$ cat config.mk
export PLATFORM = sky130hd
export DESIGN_NAME = dds_spi_sequencer
export DESIGN_NICKNAME = d
export VERILOG_FILES = /design/src/rtl/dds_spi_pkg.sv /design/src/rtl/dds_spi_sequencer.sv
export SDC_FILE = /design/constraint.sdc
export NUM_CORES = 1
export LEC_CHECK = 0
export BUFFER_PORTS_ARGS = -buffer_cell sky130_fd_sc_hd__buf_4
export CORE_ASPECT_RATIO = 0.8
export CORE_MARGIN = 1
export CORE_UTILIZATION = 50
export CTS_CLUSTER_DIAMETER = 100
export DETAILED_ROUTE_END_ITERATION = 8
export HOLD_SLACK_MARGIN = 0.1
export PLACE_DENSITY = 0.83
export SKIP_LAST_GASP = 1
export SYNTH_ARGS = -nofsm -noshare
export SYNTH_HDL_FRONTEND = slang
export SYNTH_SLANG_ARGS = --single-unit
$ cat constraint.sdc
create_clock -name clk -period 2.64 [get_ports clk]
set_clock_uncertainty 0.05 [all_clocks]
set_input_delay 0.264 -clock clk [delete_from_list [all_inputs] [get_ports clk]]
set_output_delay 0.264 -clock clk [all_outputs]
set_load 0.02 [all_outputs]
$ cat src/rtl/dds_spi_pkg.sv
// Shared types and helpers for the AD9952 command sequencer.
// Register map lengths and instruction-byte encoding live here.
package dds_spi_pkg;

    typedef enum logic [2:0] {
        ST_INIT,
        ST_IDLE,
        ST_SEND,
        ST_DRAIN,
        ST_RESP
    } state_e;

    localparam logic [4:0] ADDR_CFR1 = 5'h00;
    localparam logic [4:0] ADDR_CFR2 = 5'h01;
    localparam logic [4:0] ADDR_ASF  = 5'h02;
    localparam logic [4:0] ADDR_ARR  = 5'h03;
    localparam logic [4:0] ADDR_FTW0 = 5'h04;
    localparam logic [4:0] ADDR_POW0 = 5'h05;

    // Returns {valid, byte_count}; unsupported addresses yield valid = 0.
    function automatic logic [3:0] reg_len(input logic [4:0] addr);
        logic [3:0] len;
        case (addr)
            ADDR_CFR1: len = {1'b1, 3'd4};
            ADDR_CFR2: len = {1'b1, 3'd3};
            ADDR_ASF:  len = {1'b1, 3'd2};
            ADDR_ARR:  len = {1'b1, 3'd1};
            ADDR_FTW0: len = {1'b1, 3'd4};
            ADDR_POW0: len = {1'b1, 3'd2};
            default:   len = {1'b0, 3'd0};
        endcase
        return len;
    endfunction

    function automatic logic [7:0] instr_byte(input logic rw, input logic [4:0] addr);
        return {rw, 2'b00, addr};
    endfunction

endpackage

$ cat src/rtl/dds_spi_sequencer.sv
// Command sequencer in front of spi_master_9952: turns register read/write
// commands into an instruction byte plus data bytes and collects read-back data.
module dds_spi_sequencer
    import dds_spi_pkg::*;
#(
    parameter bit          INIT_EN   = 1'b1,
    parameter logic [31:0] INIT_CFR1 = 32'h0000_0000,
    parameter logic [23:0] INIT_CFR2 = 24'h00_0004
) (
    input  logic        clk,
    input  logic        rst,
    input  logic        cmd_valid,
    output logic        cmd_ready,
    input  logic        cmd_rw,
    input  logic [4:0]  cmd_addr,
    input  logic [31:0] cmd_data,
    output logic        have_data,
    output logic [7:0]  data_o,
    input  logic        rdreq,
    input  logic        spi_busy,
    input  logic [7:0]  miso_byte,
    input  logic        wrreq,
    output logic [31:0] rd_data,
    output logic        rd_valid,
    output logic        init_done,
    output logic        err_addr
);

    state_e      state_q, state_d;
    logic [1:0]  init_step_q, init_step_d;
    logic        init_done_q, init_done_d;
    logic        rw_q, rw_d;
    logic [2:0]  len_q, len_d;
    logic [2:0]  left_q, left_d;
    logic [31:0] shift_q, shift_d;
    logic        have_data_q, have_data_d;
    logic [7:0]  data_o_q, data_o_d;
    logic        rx_first_q, rx_first_d;
    logic [2:0]  rx_cnt_q, rx_cnt_d;
    logic [31:0] rd_data_q, rd_data_d;
    logic        rd_valid_q, rd_valid_d;
    logic        err_addr_q, err_addr_d;

    logic [3:0]  cmd_len;
    logic        load;
    logic        ld_rw;
    logic [4:0]  ld_addr;
    logic [31:0] ld_data;
    logic [2:0]  ld_len;
    logic [2:0]  pad;

    assign cmd_len   = reg_len(cmd_addr);
    assign cmd_ready = (state_q == ST_IDLE) && init_done_q && !spi_busy;

    always_comb begin
        state_d     = state_q;
        init_step_d = init_step_q;
        init_done_d = init_done_q;
        rw_d        = rw_q;
        len_d       = len_q;
        left_d      = left_q;
        shift_d     = shift_q;
        have_data_d = have_data_q;
        data_o_d    = data_o_q;
        rx_first_d  = rx_first_q;
        rx_cnt_d    = rx_cnt_q;
        rd_data_d   = rd_data_q;
        rd_valid_d  = 1'b0;
        err_addr_d  = 1'b0;
        load        = 1'b0;
        ld_rw       = 1'b0;
        ld_addr     = '0;
        ld_data     = '0;
        ld_len      = '0;
        pad         = '0;

        case (state_q)
            ST_INIT: begin
                if (!spi_busy) begin
                    case (init_step_q)
                        2'd0: begin
                            load        = 1'b1;
                            ld_addr     = ADDR_CFR1;
                            ld_data     = INIT_CFR1;
                            ld_len      = 3'd4;
                            init_step_d = 2'd1;
                        end
                        2'd1: begin
                            load        = 1'b1;
                            ld_addr     = ADDR_CFR2;
                            ld_data     = {8'h00, INIT_CFR2};
                            ld_len      = 3'd3;
                            init_step_d = 2'd2;
                        end
                        default: begin
                            init_done_d = 1'b1;
                            state_d     = ST_IDLE;
                        end
                    endcase
                end
            end
            ST_IDLE: begin
                if (cmd_valid && cmd_ready) begin
                    if (cmd_len[3]) begin
                        load    = 1'b1;
                        ld_rw   = cmd_rw;
                        ld_addr = cmd_addr;
                        ld_data = cmd_data;
                        ld_len  = cmd_len[2:0];
                    end else begin
                        err_addr_d = 1'b1;
                    end
                end
            end
            ST_SEND: begin
                if (rdreq) begin
                    if (left_q == 3'd0) begin
                        have_data_d = 1'b0;
                        state_d     = ST_DRAIN;
                    end else begin
                        data_o_d = shift_q[31:24];
                        shift_d  = shift_q << 8;
                        left_d   = left_q - 3'd1;
                    end
                end
            end
            ST_DRAIN: begin
                if (!spi_busy && (!rw_q || rx_cnt_q == len_q)) begin
                    if (rw_q) begin
                        state_d    = ST_RESP;
                        rd_valid_d = 1'b1;
                    end else begin
                        state_d = init_done_q ? ST_IDLE : ST_INIT;
                    end
                end
            end
            ST_RESP: state_d = ST_IDLE;
            default: state_d = ST_IDLE;
        endcase

        // First wrreq of a frame belongs to the instruction slot and is dropped.
        if ((state_q == ST_SEND || state_q == ST_DRAIN) && wrreq && rw_q) begin
            if (!rx_first_q) begin
                rx_first_d = 1'b1;
            end else if (rx_cnt_q != len_q) begin
                rd_data_d = {rd_data_q[23:0], miso_byte};
                rx_cnt_d  = rx_cnt_q + 3'd1;
            end
        end

        // Write data is left-aligned so each byte pops from the top of shift_q.
        if (load) begin
            pad         = 3'd4 - ld_len;
            rw_d        = ld_rw;
            len_d       = ld_len;
            left_d      = ld_len;
            shift_d     = ld_rw ? '0 : (ld_data << {pad, 3'b000});
            data_o_d    = instr_byte(ld_rw, ld_addr);
            have_data_d = 1'b1;
            rx_first_d  = 1'b0;
            rx_cnt_d    = '0;
            state_d     = ST_SEND;
            if (ld_rw) begin
                rd_data_d = '0;
            end
        end
    end

    always_ff @(posedge clk or posedge rst) begin
        if (rst) begin
            state_q     <= INIT_EN ? ST_INIT : ST_IDLE;
            init_step_q <= '0;
            init_done_q <= !INIT_EN;
            rw_q        <= 1'b0;
            len_q       <= '0;
            left_q      <= '0;
            shift_q     <= '0;
            have_data_q <= 1'b0;
            data_o_q    <= '0;
            rx_first_q  <= 1'b0;
            rx_cnt_q    <= '0;
            rd_data_q   <= '0;
            rd_valid_q  <= 1'b0;
            err_addr_q  <= 1'b0;
        end else begin
            state_q     <= state_d;
            init_step_q <= init_step_d;
            init_done_q <= init_done_d;
            rw_q        <= rw_d;
            len_q       <= len_d;
            left_q      <= left_d;
            shift_q     <= shift_d;
            have_data_q <= have_data_d;
            data_o_q    <= data_o_d;
            rx_first_q  <= rx_first_d;
            rx_cnt_q    <= rx_cnt_d;
            rd_data_q   <= rd_data_d;
            rd_valid_q  <= rd_valid_d;
            err_addr_q  <= err_addr_d;
        end
    end

    assign have_data = have_data_q;
    assign data_o    = data_o_q;
    assign rd_data   = rd_data_q;
    assign rd_valid  = rd_valid_q;
    assign init_done = init_done_q;
    assign err_addr  = err_addr_q;

endmodule
* Word-level counts from Yosys, hierarchy flattened
Index checks and enable logic that the tools add are counted.
Cells by class: add/subtract/negate cells 3, eq/ne operators 18, shift-type cells 1, multiplexer cells 68, bitwise gates (word level) 2, reduce and logical (&&, ||, !) cells 30
Operators by type and width (count):
- 32-bit two-way mux | 12
- 32-bit one-hot mux with 2 select lines | 1
- 3-bit two-way mux | 20
- 8-bit two-way mux | 4
- 32-bit by 6-bit left shift with 32-bit output | 1
- 1-bit two-way mux | 22
- 4-bit one-hot mux with 4 select lines | 1
- 3-bit != test (second input constant) | 5
- 3-bit AND reduction | 5
- 2-bit nonzero test | 7
- 3-bit one-hot mux with 2 select lines | 2
- 3-bit one-hot mux with 4 select lines | 1
- 5-bit by 2-bit equality test with 1-bit output (second input constant) | 2
- 5-bit by 3-bit equality test with 1-bit output (second input constant) | 2
- 5-bit two-way mux | 2
- 5-bit one-hot mux with 2 select lines | 1
- 3-bit by 2-bit equality test with 1-bit output (second input constant) | 2
- 1-bit logical AND | 6
- 3-bit logical NOT | 2
- 6-bit AND reduction | 1
- 2-bit OR reduction | 3
- 5-bit by 1-bit equality test with 1-bit output (second input constant) | 1
- 5-bit logical NOT | 1
- 2-bit != test (second input constant) | 2
- 13 further kinds | 16
Word-level totals: register bits 92, input port bits 52, output and inout port bits 45, word-level logic and storage cells 136

* Longest topological paths before layout
Gate-level depths: netlist of run 1.
word-level depth 10, depth in mapped cells 14, depth with buffers taken out 10

* Least setup slack after synthesis of run 1
Ideal clock, no wire load.
kind register to register, start register state_q[1], end register shift_q[24], library setup time 126 ps, arrival time 2743 ps, required time 2464 ps, slack -279 ps, cell stages (with the launch flop) 9, buffers on the path 2, period minus slack after synthesis 2919 ps, cell sequence dfrtp_1 buf_2 or4_4 nor2_1 a21oi_1 ha_1 clkbuf_1 mux4_2 a221o_1
Between the ends: cells in the longest elaborated chain, start to end 10, elaborated cells on any way between the ends 22, those cells by class add/sub: 1; eq/ne: 3; shift: 1; mux: 10; reduce/logical: 7
RTL lines:
- start: declaration | line dds_spi_sequencer.sv:29 | state_e state_q, state_d;
- start signal: assignment | line dds_spi_sequencer.sv:171 | state_q <= INIT_EN ? ST_INIT : ST_IDLE;
- start signal: assignment | line dds_spi_sequencer.sv:186 | state_q <= state_d;
- 3-bit by 1-bit equality test with 1-bit output | line dds_spi_sequencer.sv:53, dds_spi_sequencer.sv:77
- 1-bit logical AND (2 in a row) | line dds_spi_sequencer.sv:53 | assign cmd_ready = (state_q == ST_IDLE) && init_done_q && !spi_busy;
- 1-bit logical AND | line dds_spi_sequencer.sv:103 | if (cmd_valid && cmd_ready) begin
- 3-bit two-way mux | line dds_spi_sequencer.sv:103
- 3-bit one-hot mux with 2 select lines | line dds_spi_sequencer.sv:77 | case (state_q)
- 3-bit subtractor | line dds_spi_sequencer.sv:153 | pad = 3'd4 - ld_len;
- 32-bit by 6-bit left shift with 32-bit output | line dds_spi_sequencer.sv:157 | shift_d = ld_rw ? '0 : (ld_data << {pad, 3'b000});
- 32-bit two-way mux | line dds_spi_sequencer.sv:157
- 32-bit two-way mux | line dds_spi_sequencer.sv:152 | if (load) begin
- end signal: assignment | line dds_spi_sequencer.sv:192 | shift_q <= shift_d;
- end: declaration | line dds_spi_sequencer.sv:35 | logic [31:0] shift_q, shift_d;
Several ways; a longest one is shown, not always the timed one. A chain may end at the register's enable or synchronous reset.

* Worst setup path after layout of run 1
start register state_q[2], end register shift_q[4]
The elaborated chain is that of the path after synthesis.

==> flow_metrics.tcl, run 1 <==
set metrics [dict create \
    status "completed" \
    drive_above_1_share_pct 29.7 \
    arrival_ns 2.80 \
    ys_seq_area_share_pct 48.7 \
    tritoncts "yes" \
    crit_required_ns 2.87 \
    r2r_slack_ns 0.07 \
    die-area_um2 9850 \
    ys_ff_latch 92 \
    synth_edf_count 0 \
    io_pins 97 \
    drv_cap 0 \
    dp_hpwl_um 10700 \
    power_density_nw_per_um2 475 \
    min_period_ns 2.57 \
    slew_headroom_pct 30.8 \
    vias 4517 \
    dieHeight_um 89.0 \
    p_leak_nw 2.93 \
    ys_types 63 \
    fmax_mhz 390 \
    hold_start "miso_byte[3]" \
    diodes 0 \
    maxUsedRoutingLayer "met4" \
    synth_cells 500 \
    cts_made_buffers 9 \
    clk_path_buf_depth 2 \
    first_iter_violations 445 \
    numPortBuffers 96 \
    grt_max_degree 41 \
    row_count 31 \
    coreArea_um2 9110 \
    crit_family "simple AND/OR/NAND/NOR gates" \
    grt_util_all_layers_pct 29.8 \
    synth_top_cell_area_share_pct 48.7 \
    slowest_delay_ns 0.54 \
    hold_viol_final 0 \
    setup_viol 0 \
    antenna_found_initial 0 \
    setup_tns_ns 0 \
    ant_nets 0 \
    r2r_start "state_q[2]$_DFFE_PP0P_" \
    crit_start "state_q[2]$_DFFE_PP0P_" \
    first_pass_iters 5 \
    drt-total-wl_um 14400 \
    path_cells "or4_4 > nor2_4 > a21oi_2 > ha_4 > a31o_2 > o211a_1 > nor4_4 > buf_4 > a22o_1" \
    ys.flop_type "dfrtp_1" \
    critPathSlowestCell "or4_4" \
    synthesis.area_um2 4730 \
    worstHoldPathType "primary input to register" \
    cp-end-kind "register" \
    worstMarginPinSlew_ns 1.03 \
    path_class "register to register" \
    initial_core_util_pct 51.9 \
    post-cts-setup-buffers 0 \
    grt-ovfl-total 0 \
    critical_path_buf_inv_count 1 \
    grt_pass1_vias 4182 \
    die_w_um 111 \
    drc 0 \
    met1Wirelength_um 6210 \
    cts-root-buf "clkbuf_16" \
    period_share_pct 97.2 \
    wl_per_cell_um 19.6 \
    path_clk_slew_ns 0.07 \
    cts.htree.levels 3 \
    nets 673 \
    avgSynthCellArea_um2 9.45 \
    viasPerCell 6.13 \
    met3_length_um 1390 \
    p_total_mw 2.93 \
    rsz0062_at_grt "no" \
    synth_nets 556 \
    async_flop_share_pct 100 \
    synth.area.top_cells "dfrtp_1, nand2_1, a21oi_1, mux2i_1, mux4_2" \
    path_max_fanout 8 \
    syn_to_final_growth_pct 30.4 \
    fillerInstances 686 \
    wl_met2_um 6430 \
    synth.largest_area_cell "dfrtp_1" \
    start_kind "register" \
    yosys_warnings 0 \
    grt_pass1_wl_um 22300 \
    irDropWorstVdd_mv 0.495 \
    clock_latency_ns 0.35 \
    cts_sinks 92 \
    gp_congestion 0.942 \
    drv_slew 0 \
]
-- metrics by stage --
| step | instance area [um2] | hold slack, ns | std cells | utilization [%] | setup slack, ns |
|---|---|---|---|---|---|
| 2_1_floorplan | 4780 | 0.284 | 500 | - | 0.00323 |
| 3_3_place_gp | 5820 | 0.297 | 719 | 63.8 | 0.140 |
| 3_5_place_dp | 5820 | 0.307 | 719 | 63.8 | 0.0996 |
| 4_1_cts | 6150 | 0.101 | 737 | 67.4 | 0.0710 |
| 5_1_grt | 6160 | 0.113 | 737 | 67.6 | 0.00141 |
| 6_report | 6160 | 0.107 | 737 | 67.6 | 0.0743 |
-- what timing repair did --
item | 4_1_cts | 5_1_grt
hold buffers | 2 | 0
hold endpoints to repair | 24 | 0
gates resized for setup | 0 | 3
endpoints found under the setup margin | 0 | 10
-- synth_stat cells (all sizes together), types with 3 or more instances --
cell / instances
o21ai: 12
o221ai: 3
a22o: 10
a21oi: 53
o211ai: 6
mux2i: 14
o31ai: 3
and3: 14
nor2: 30
nor4: 3
a221o: 5
ha: 4
nand2: 114
a221oi: 3
clkbuf: 22
a211oi: 9
xnor2: 5
dfrtp: 92
nand2b: 5
buf: 7
inv: 11
o221a: 3
mux4: 5
nor3: 15
nand3: 14
a311oi: 5
nand4: 3
-- worst register-to-register path: cells and delay by family (launching register included) --
kind | cells | cell delay, ns
and+or+nand+nor | 3 | 0.92
AOI/OAI and AO/OA | 4 | 0.73
DFF | 1 | 0.43
buffers and inverters | 1 | 0.20
adders and majority gates | 1 | 0.19
-- power breakdown --
group,internal [mW],switching [mW]
Combinational,0.0829,0.0932
Sequential,1.41,0.00270
Clock,0.768,0.570
Total,2.26,0.665
-- worst paths after layout --
path                                      endpoint  depth (start not counted)
max                         shift_q[4]$_DFFE_PP0P_                          9
min                           rd_data[3]$_DFF_PP0_                          3
max reg2reg                 shift_q[4]$_DFFE_PP0P_                          9
min reg2reg                shift_q[11]$_DFFE_PP0P_                          2
max in group asynchronous     rd_data[6]$_DFF_PP0_                          4
min in group asynchronous    rd_data[22]$_DFF_PP0_                          3
-- cell type report --
class                   instances  area [um2]  share of cell area [%]
flip-flops and latches         92        2300                    37.4
inverters                      11        47.5                   0.772
clock buffers                  10         239                    3.88
clock inverters                 6        68.8                    1.12
repair buffers                135        1040                    16.9
well taps                     115         144                    2.34
multi-input cells             368        2320                    37.6
-- logic make-up after synthesis --
logic type	share of synthesized area, %
AND/OR/NAND/NOR	21.4
adder cells (fa/ha/maj)	1.06
AO/OA/AOI/OAI	18.9
flip-flops	48.7
multiplexers	5.35
buffers and inverters	3.52
XOR/XNOR	1.11
-- flip-flops by register name, summed over array words and instances (netlist names) --
name,cells
rd_data,32
shift_q,32
left_q,3
data_o,8
len_q,3
have_data,1
rd_valid,1
init_done,1
rx_cnt_q,3
rw_q,1
init_step_q,2
rx_first_q,1
err_addr,1
state_q,3
-- metal layers --
| metal | up-vias | track usage (%) |
|---|---|---|
| met1 | 2180 | 42.1 |
| met3 | 39 | 7.86 |
| met5 | - | 0 |
| met4 | 0 | 13.3 |
| met2 | 262 | 43.4 |
| li1 | 2036 | - |
-- layout by cell type (no fill, tap or decap), types with 4 or more instances in the layout --
master     count
mux2i_1       14
a311oi_1       4
nor3_1        12
nand3_1       10
dfrtp_1       91
a21oi_1       52
and3_1        14
mux4_2         5
inv_1          9
nor2_1        27
nand3_2        4
nand2_1      113
a22o_1        10
a211oi_1       7
clkbuf_16      9
a221o_1        5
o211ai_1       5
nand2b_1       5
o21ai_0       11
xnor2_1        5
buf_4        131
No activity file was read; power rests on OpenSTA's default activity.
==> run 2: changes to the inputs <==
==> constraint.sdc (replaced) <==
create_clock -name clk -period 2.64 [get_ports clk]
set_clock_uncertainty 0.05 [all_clocks]
set_input_delay 0.132 -clock clk [delete_from_list [all_inputs] [get_ports clk]]
set_output_delay 0.132 -clock clk [all_outputs]
set_load 0.02 [all_outputs]
==> flow_metrics.tcl, run 2 (synthesis results as in run 1) <==
set metrics [dict create \
    status "completed" \
    path_class "primary input to register" \
    grt_max_degree 48 \
    cts_made_buffers 9 \
    grt_pass1_vias 4343 \
    coreArea_um2 9110 \
    layout_common_cells "buf_4, nand2_1, dfrtp_1, a21oi_1, nor2_1" \
    r2r_start "state_q[2]$_DFFE_PP0P_" \
    critPathSlowestCell "dlygate4sd3_1" \
    first_iter_violations 438 \
    syn_to_final_growth_pct 34.5 \
    cp-end-kind "register" \
    die_w_um 111 \
    gr-usage-met1_pct 45.9 \
    clock_latency_ns 0.35 \
    slew_headroom_pct 25.5 \
    p_switching_mw 0.674 \
    fin_ws_ns 0.0548 \
    grt_util_all_layers_pct 31.5 \
    crit_family "simple AND/OR/NAND/NOR gates" \
    cts.htree.levels 3 \
    hold_start "cmd_data[11]" \
    place_ws_ns 0.0324 \
    place_area_um2 5790 \
    vias 4607 \
    hold_end "shift_q[19]$_DFFE_PP0P_" \
    die-area_um2 9850 \
    drv_slew 0 \
    post-cts-setup-buffers 0 \
    reg2regPathDepth 12 \
    grt_pass1_wl_um 23800 \
    dieHeight_um 89.0 \
    p_leak_nw 3.01 \
    clk_path_buf_depth 2 \
    setup_viol 0 \
    diodes 0 \
    fillerInstances 669 \
    design_area_um2 6360 \
    first_pass_iters 5 \
    nets 692 \
    intPower_mw 2.36 \
    wl_per_cell_um 20.0 \
    pwr-share-seq_pct 46.7 \
    worstHoldPathType "primary input to register" \
    slowest_delay_ns 0.56 \
    path_cells "dlygate4sd3_1 > buf_6 > or4_4 > nor2_4 > a21oi_2 > ha_4 > nor3b_1 > nand4_1 > o211a_1 > nor2_1 > buf_4 > a221o_1" \
    viasPerCell 6.09 \
    tritoncts "yes" \
    path_max_fanout 6 \
    drt-total-wl_um 15100 \
    dp_hpwl_um 10500 \
    whs_path_depth 3 \
    crit_required_ns 2.82 \
    start_kind "primary input" \
    gp_congestion 0.937 \
    drc 0 \
    initial_core_util_pct 51.9 \
    antenna_found_initial 0 \
    power_density_nw_per_um2 476 \
    irDropWorstVdd_mv 0.341 \
    worstMarginPinSlew_ns 1.11 \
    ant_nets 0 \
    switching_share_pct 22.3 \
    rr_endpoint "shift_q[24]$_DFFE_PP0P_" \
    grt-ovfl-total 0 \
    grt_util_met2_pct 48.6 \
    arrival_ns 2.77 \
    drv_cap 0 \
    io_pins 97 \
    path_clk_slew_ns 0.07 \
    setup_tns_ns 0 \
    cts_sinks 92 \
    mostFrequentLayoutCell "buf_4" \
    row_count 31 \
    drive_above_1_share_pct 28.4 \
    fmax_mhz 387 \
    grt.busiest_layer "met2" \
    cts-root-buf "clkbuf_16" \
    r2r_slack_ns 0.06 \
    hold_viol_final 0 \
    clkPwrFrac_pct 46.6 \
    critical_path_buf_inv_count 3 \
    min_period_ns 2.59 \
    period_share_pct 97.9 \
    combPwrFrac_pct 6.7 \
    numPortBuffers 96 \
    use_met3_pct 5.42 \
]
[run 2: cell types whose count changed in the layout (fill, tap and decap cells not counted), sizes merged]
cell	previous run	this run
clkinv	1	2
bufinv	1	2
buf	133	132
inv	13	11
dlygate4sd3	2	22
[run 2: power groups by stage]
| stage | Clock (mW) | Sequential, mW | Combinational, mW |
|---|---|---|---|
| 2_1_floorplan | 0 | 1.44 | 0.0595 |
| 3_3_place_gp | 0 | 1.44 | 0.169 |
| 3_5_place_dp | 0 | 1.44 | 0.171 |
| 4_1_cts | 1.42 | 1.42 | 0.199 |
| 5_1_grt | 1.48 | 1.42 | 0.219 |
| 6_report | 1.41 | 1.42 | 0.203 |
[run 2: what timing repair did]
item	CTS	global route
pin swaps	0	6
setup endpoints to repair	8	28
hold endpoints to repair	65	0
hold buffers	22	0
gates resized for setup	1	6
[run 2: metrics by stage]
step | utilization (%) | std cells | hold WS, ns | power, mW
floorplan | - | 500 | 0.152 | 1.50
global placement | 63.5 | 718 | 0.264 | 1.61
detailed placement | 63.5 | 718 | 0.269 | 1.61
CTS | 69.5 | 756 | 0.101 | 3.03
global route | 69.8 | 756 | 0.109 | 3.11
finish | 69.8 | 756 | 0.109 | 3.03
[run 2: final cells by class]
type / instances / area, um2 / share of cell area, %
Multi-Input combinational cell: 368 / 2310 / 36.4
Inverter: 11 / 46.3 / 0.728
Timing Repair Buffer: 154 / 1230 / 19.4
Clock buffer: 10 / 229 / 3.60
Sequential cell: 92 / 2300 / 36.2
Clock inverter: 6 / 93.8 / 1.48
Tap cell: 115 / 144 / 2.26
[run 2: worst max path at each step]
stage	start	to	slack [ns]	cells past startpoint
floorplan	state_q[2]$_DFFE_PP0P_	shift_q[0]$_DFFE_PP0P_	0.003	10
global placement	state_q[0]$_DFFE_PP0P_	shift_q[30]$_DFFE_PP0P_	0.13	9
detailed placement	state_q[0]$_DFFE_PP0P_	shift_q[0]$_DFFE_PP0P_	0.03	11
CTS	spi_busy	shift_q[24]$_DFFE_PP0P_	0.003	12
global route	spi_busy	shift_q[24]$_DFFE_PP0P_	-0.005	12
finish	spi_busy	shift_q[24]$_DFFE_PP0P_	0.05	12
[run 2: worst register-to-register path: stages (launching register included)]
cell,delay [ns]
dfrtp_1,0.43
buf_4,0.19
nor4_4,0.31
nand3_2,0.14
nand2_2,0.09
inv_2,0.07
ha_4,0.16
nor3b_1,0.13
nand4_1,0.12
o211a_1,0.23
nor2_1,0.07
buf_4,0.15
a221o_1,0.32
[run 2: layer usage]
metal / wire, um / up-vias / share of wire, %
met4: 282 / 0 / 1.9
met5: 0 / - / 0
met3: 1170 / 28 / 7.7
met2: 6950 / 234 / 46
li1: - / 2066 / -
met1: 6690 / 2279 / 44
==> run 3: changes to the inputs <==
==> constraint.sdc (replaced) <==
create_clock -name clk -period 2.64 [get_ports clk]
set_clock_uncertainty 0.05 [all_clocks]
set_input_delay 0 -clock clk [delete_from_list [all_inputs] [get_ports clk]]
set_output_delay 0 -clock clk [all_outputs]
set_load 0.02 [all_outputs]
==> flow_metrics.tcl, run 3 (synthesis results as in run 1) <==
set metrics [dict create \
    cts_made_buffers 9 \
    drv_slew 0 \
    intPower_mw 2.21 \
    grt_pass1_vias 4413 \
    io_pins 97 \
    r2r_slack_ns 0.01 \
    pwr-share-seq_pct 48.9 \
    fillerInstances 629 \
    fmax_mhz 381 \
    layout_common_cells "buf_4, nand2_1, dfrtp_1, a21oi_1, dlygate4sd3_1" \
    setup_viol 0 \
    die-area_um2 9850 \
    clkPwrFrac_pct 43.2 \
    start_kind "register" \
    ant_nets 0 \
    path_clk_slew_ns 0.07 \
    nets 715 \
    row_count 31 \
    min_period_ns 2.63 \
    multi_input_area_um2 2330 \
    power_density_nw_per_um2 441 \
    period_share_pct 99.4 \
    viasPerCell 6.13 \
    drive_above_1_share_pct 27.9 \
    die_w_um 111 \
    slew_headroom_pct 20.0 \
    wl_per_cell_um 19.8 \
    path_class "register to register" \
    grt_util_all_layers_pct 31.3 \
    dieHeight_um 89.0 \
    syn_to_final_growth_pct 38.9 \
    first_iter_violations 542 \
    status "completed" \
    clock_latency_ns 0.35 \
    rsz0062_at_grt "no" \
    grt_max_degree 93 \
    path_max_fanout 7 \
    arrival_ns 2.82 \
    setup_tns_ns 0 \
    place_area_um2 5770 \
    cts.htree.levels 3 \
    irDropWorstVdd_mv 0.332 \
    initial_core_util_pct 51.9 \
    switching_share_pct 23.7 \
    numPortBuffers 96 \
    p_leak_nw 3.10 \
    drt-total-wl_um 15400 \
    reg2regPathDepth 9 \
    r2r_start "state_q[2]$_DFFE_PP0P_" \
    design_area_um2 6570 \
    cts-root-buf "clkbuf_16" \
    vias 4779 \
    drc 0 \
    dp_hpwl_um 10200 \
    rr_endpoint "shift_q[16]$_DFFE_PP0P_" \
    final_core_util_pct 72.0 \
    combPwrFrac_pct 7.9 \
    mostFrequentLayoutCell "buf_4" \
    tritoncts "yes" \
    drv_cap 0 \
    gp_congestion 0.926 \
    antenna_found_initial 0 \
    coreArea_um2 9110 \
    whs_path_depth 3 \
    crit_required_ns 2.83 \
    worstMarginPinSlew_ns 1.20 \
    grt-ovfl-total 0 \
    first_pass_iters 6 \
    cp-end-kind "register" \
    cts_sinks 92 \
    regArea_um2 2300 \
    p_switching_mw 0.687 \
    hold_viol_final 0 \
    clk_path_buf_depth 2 \
    grt_pass1_wl_um 23600 \
    worstHoldPathType "primary input to register" \
    diodes 0 \
    hold_end "shift_q[28]$_DFFE_PP0P_" \
    hold_start "cmd_data[28]" \
]
## run 3: through the flow
step / power [mW] / std cells / worst slack (ns) / hold slack (ns)
final: 2.90 / 779 / 0.0147 / 0.118
after global routing: 2.98 / 779 / 0.00410 / 0.131
after CTS: 2.90 / 777 / 0.0174 / 0.104
after detailed placement: 1.61 / 716 / 0.0401 / 0.103
after global placement: 1.61 / 716 / 0.134 / 0.0985
after floorplan: 1.50 / 500 / 0.00259 / 0.0200
## run 3: cell type report
type,count,share of cell area [%]
Tap cell,115,2.19
Clock buffer,10,3.64
Timing Repair Buffer,177,22.2
Sequential cell,92,35.1
Multi-Input combinational cell,368,35.4
Inverter,11,0.743
Clock inverter,6,0.686
## run 3: how the worst max path moves through the flow
stage / to / slack [ns] / cells past startpoint / start
3_3_place_gp: shift_q[31]$_DFFE_PP0P_ / 0.13 / 10 / state_q[2]$_DFFE_PP0P_
4_1_cts: shift_q[13]$_DFFE_PP0P_ / 0.02 / 7 / state_q[2]$_DFFE_PP0P_
3_5_place_dp: shift_q[13]$_DFFE_PP0P_ / 0.04 / 7 / state_q[2]$_DFFE_PP0P_
2_1_floorplan: shift_q[0]$_DFFE_PP0P_ / 0.003 / 10 / state_q[2]$_DFFE_PP0P_
5_1_grt: shift_q[16]$_DFFE_PP0P_ / 0.004 / 9 / state_q[2]$_DFFE_PP0P_
6_report: shift_q[16]$_DFFE_PP0P_ / 0.01 / 9 / state_q[2]$_DFFE_PP0P_
## run 3: repair_timing
action | 4_1_cts | 5_1_grt
setup endpoints to repair | 0 | 27
setup buffers | 0 | 3
hold buffers | 45 | 0
gates resized for setup | 0 | 10
hold endpoints to repair | 138 | 0
## run 3: critical path, cell delays in order, from the launching register on
cell and delay [ns]:
dfrtp_2 0.46, or4_4 0.57, nor2_4 0.11, a21oi_2 0.06, ha_4 0.18, a31o_2 0.24
o211ai_2 0.25, buf_4 0.22, a21oi_1 0.09, nor3_1 0.28
## run 3: power groups by stage
stage / Sequential (mW) / Combinational [mW] / Clock (mW)
detailed placement: 1.44 / 0.169 / 0
global route: 1.41 / 0.244 / 1.32
finish: 1.42 / 0.229 / 1.25
CTS: 1.42 / 0.223 / 1.26
global placement: 1.44 / 0.166 / 0
floorplan: 1.44 / 0.0595 / 0
## run 3: per-layer routing
layer  vias up  part of all wire [%]  GRT usage [%]
met1      2305                    42           43.6
met3        60                   9.8           8.41
met2       292                    45           47.5
li1       2122                     -              -
met4         0                   3.5           11.5
met5         -                     0              0
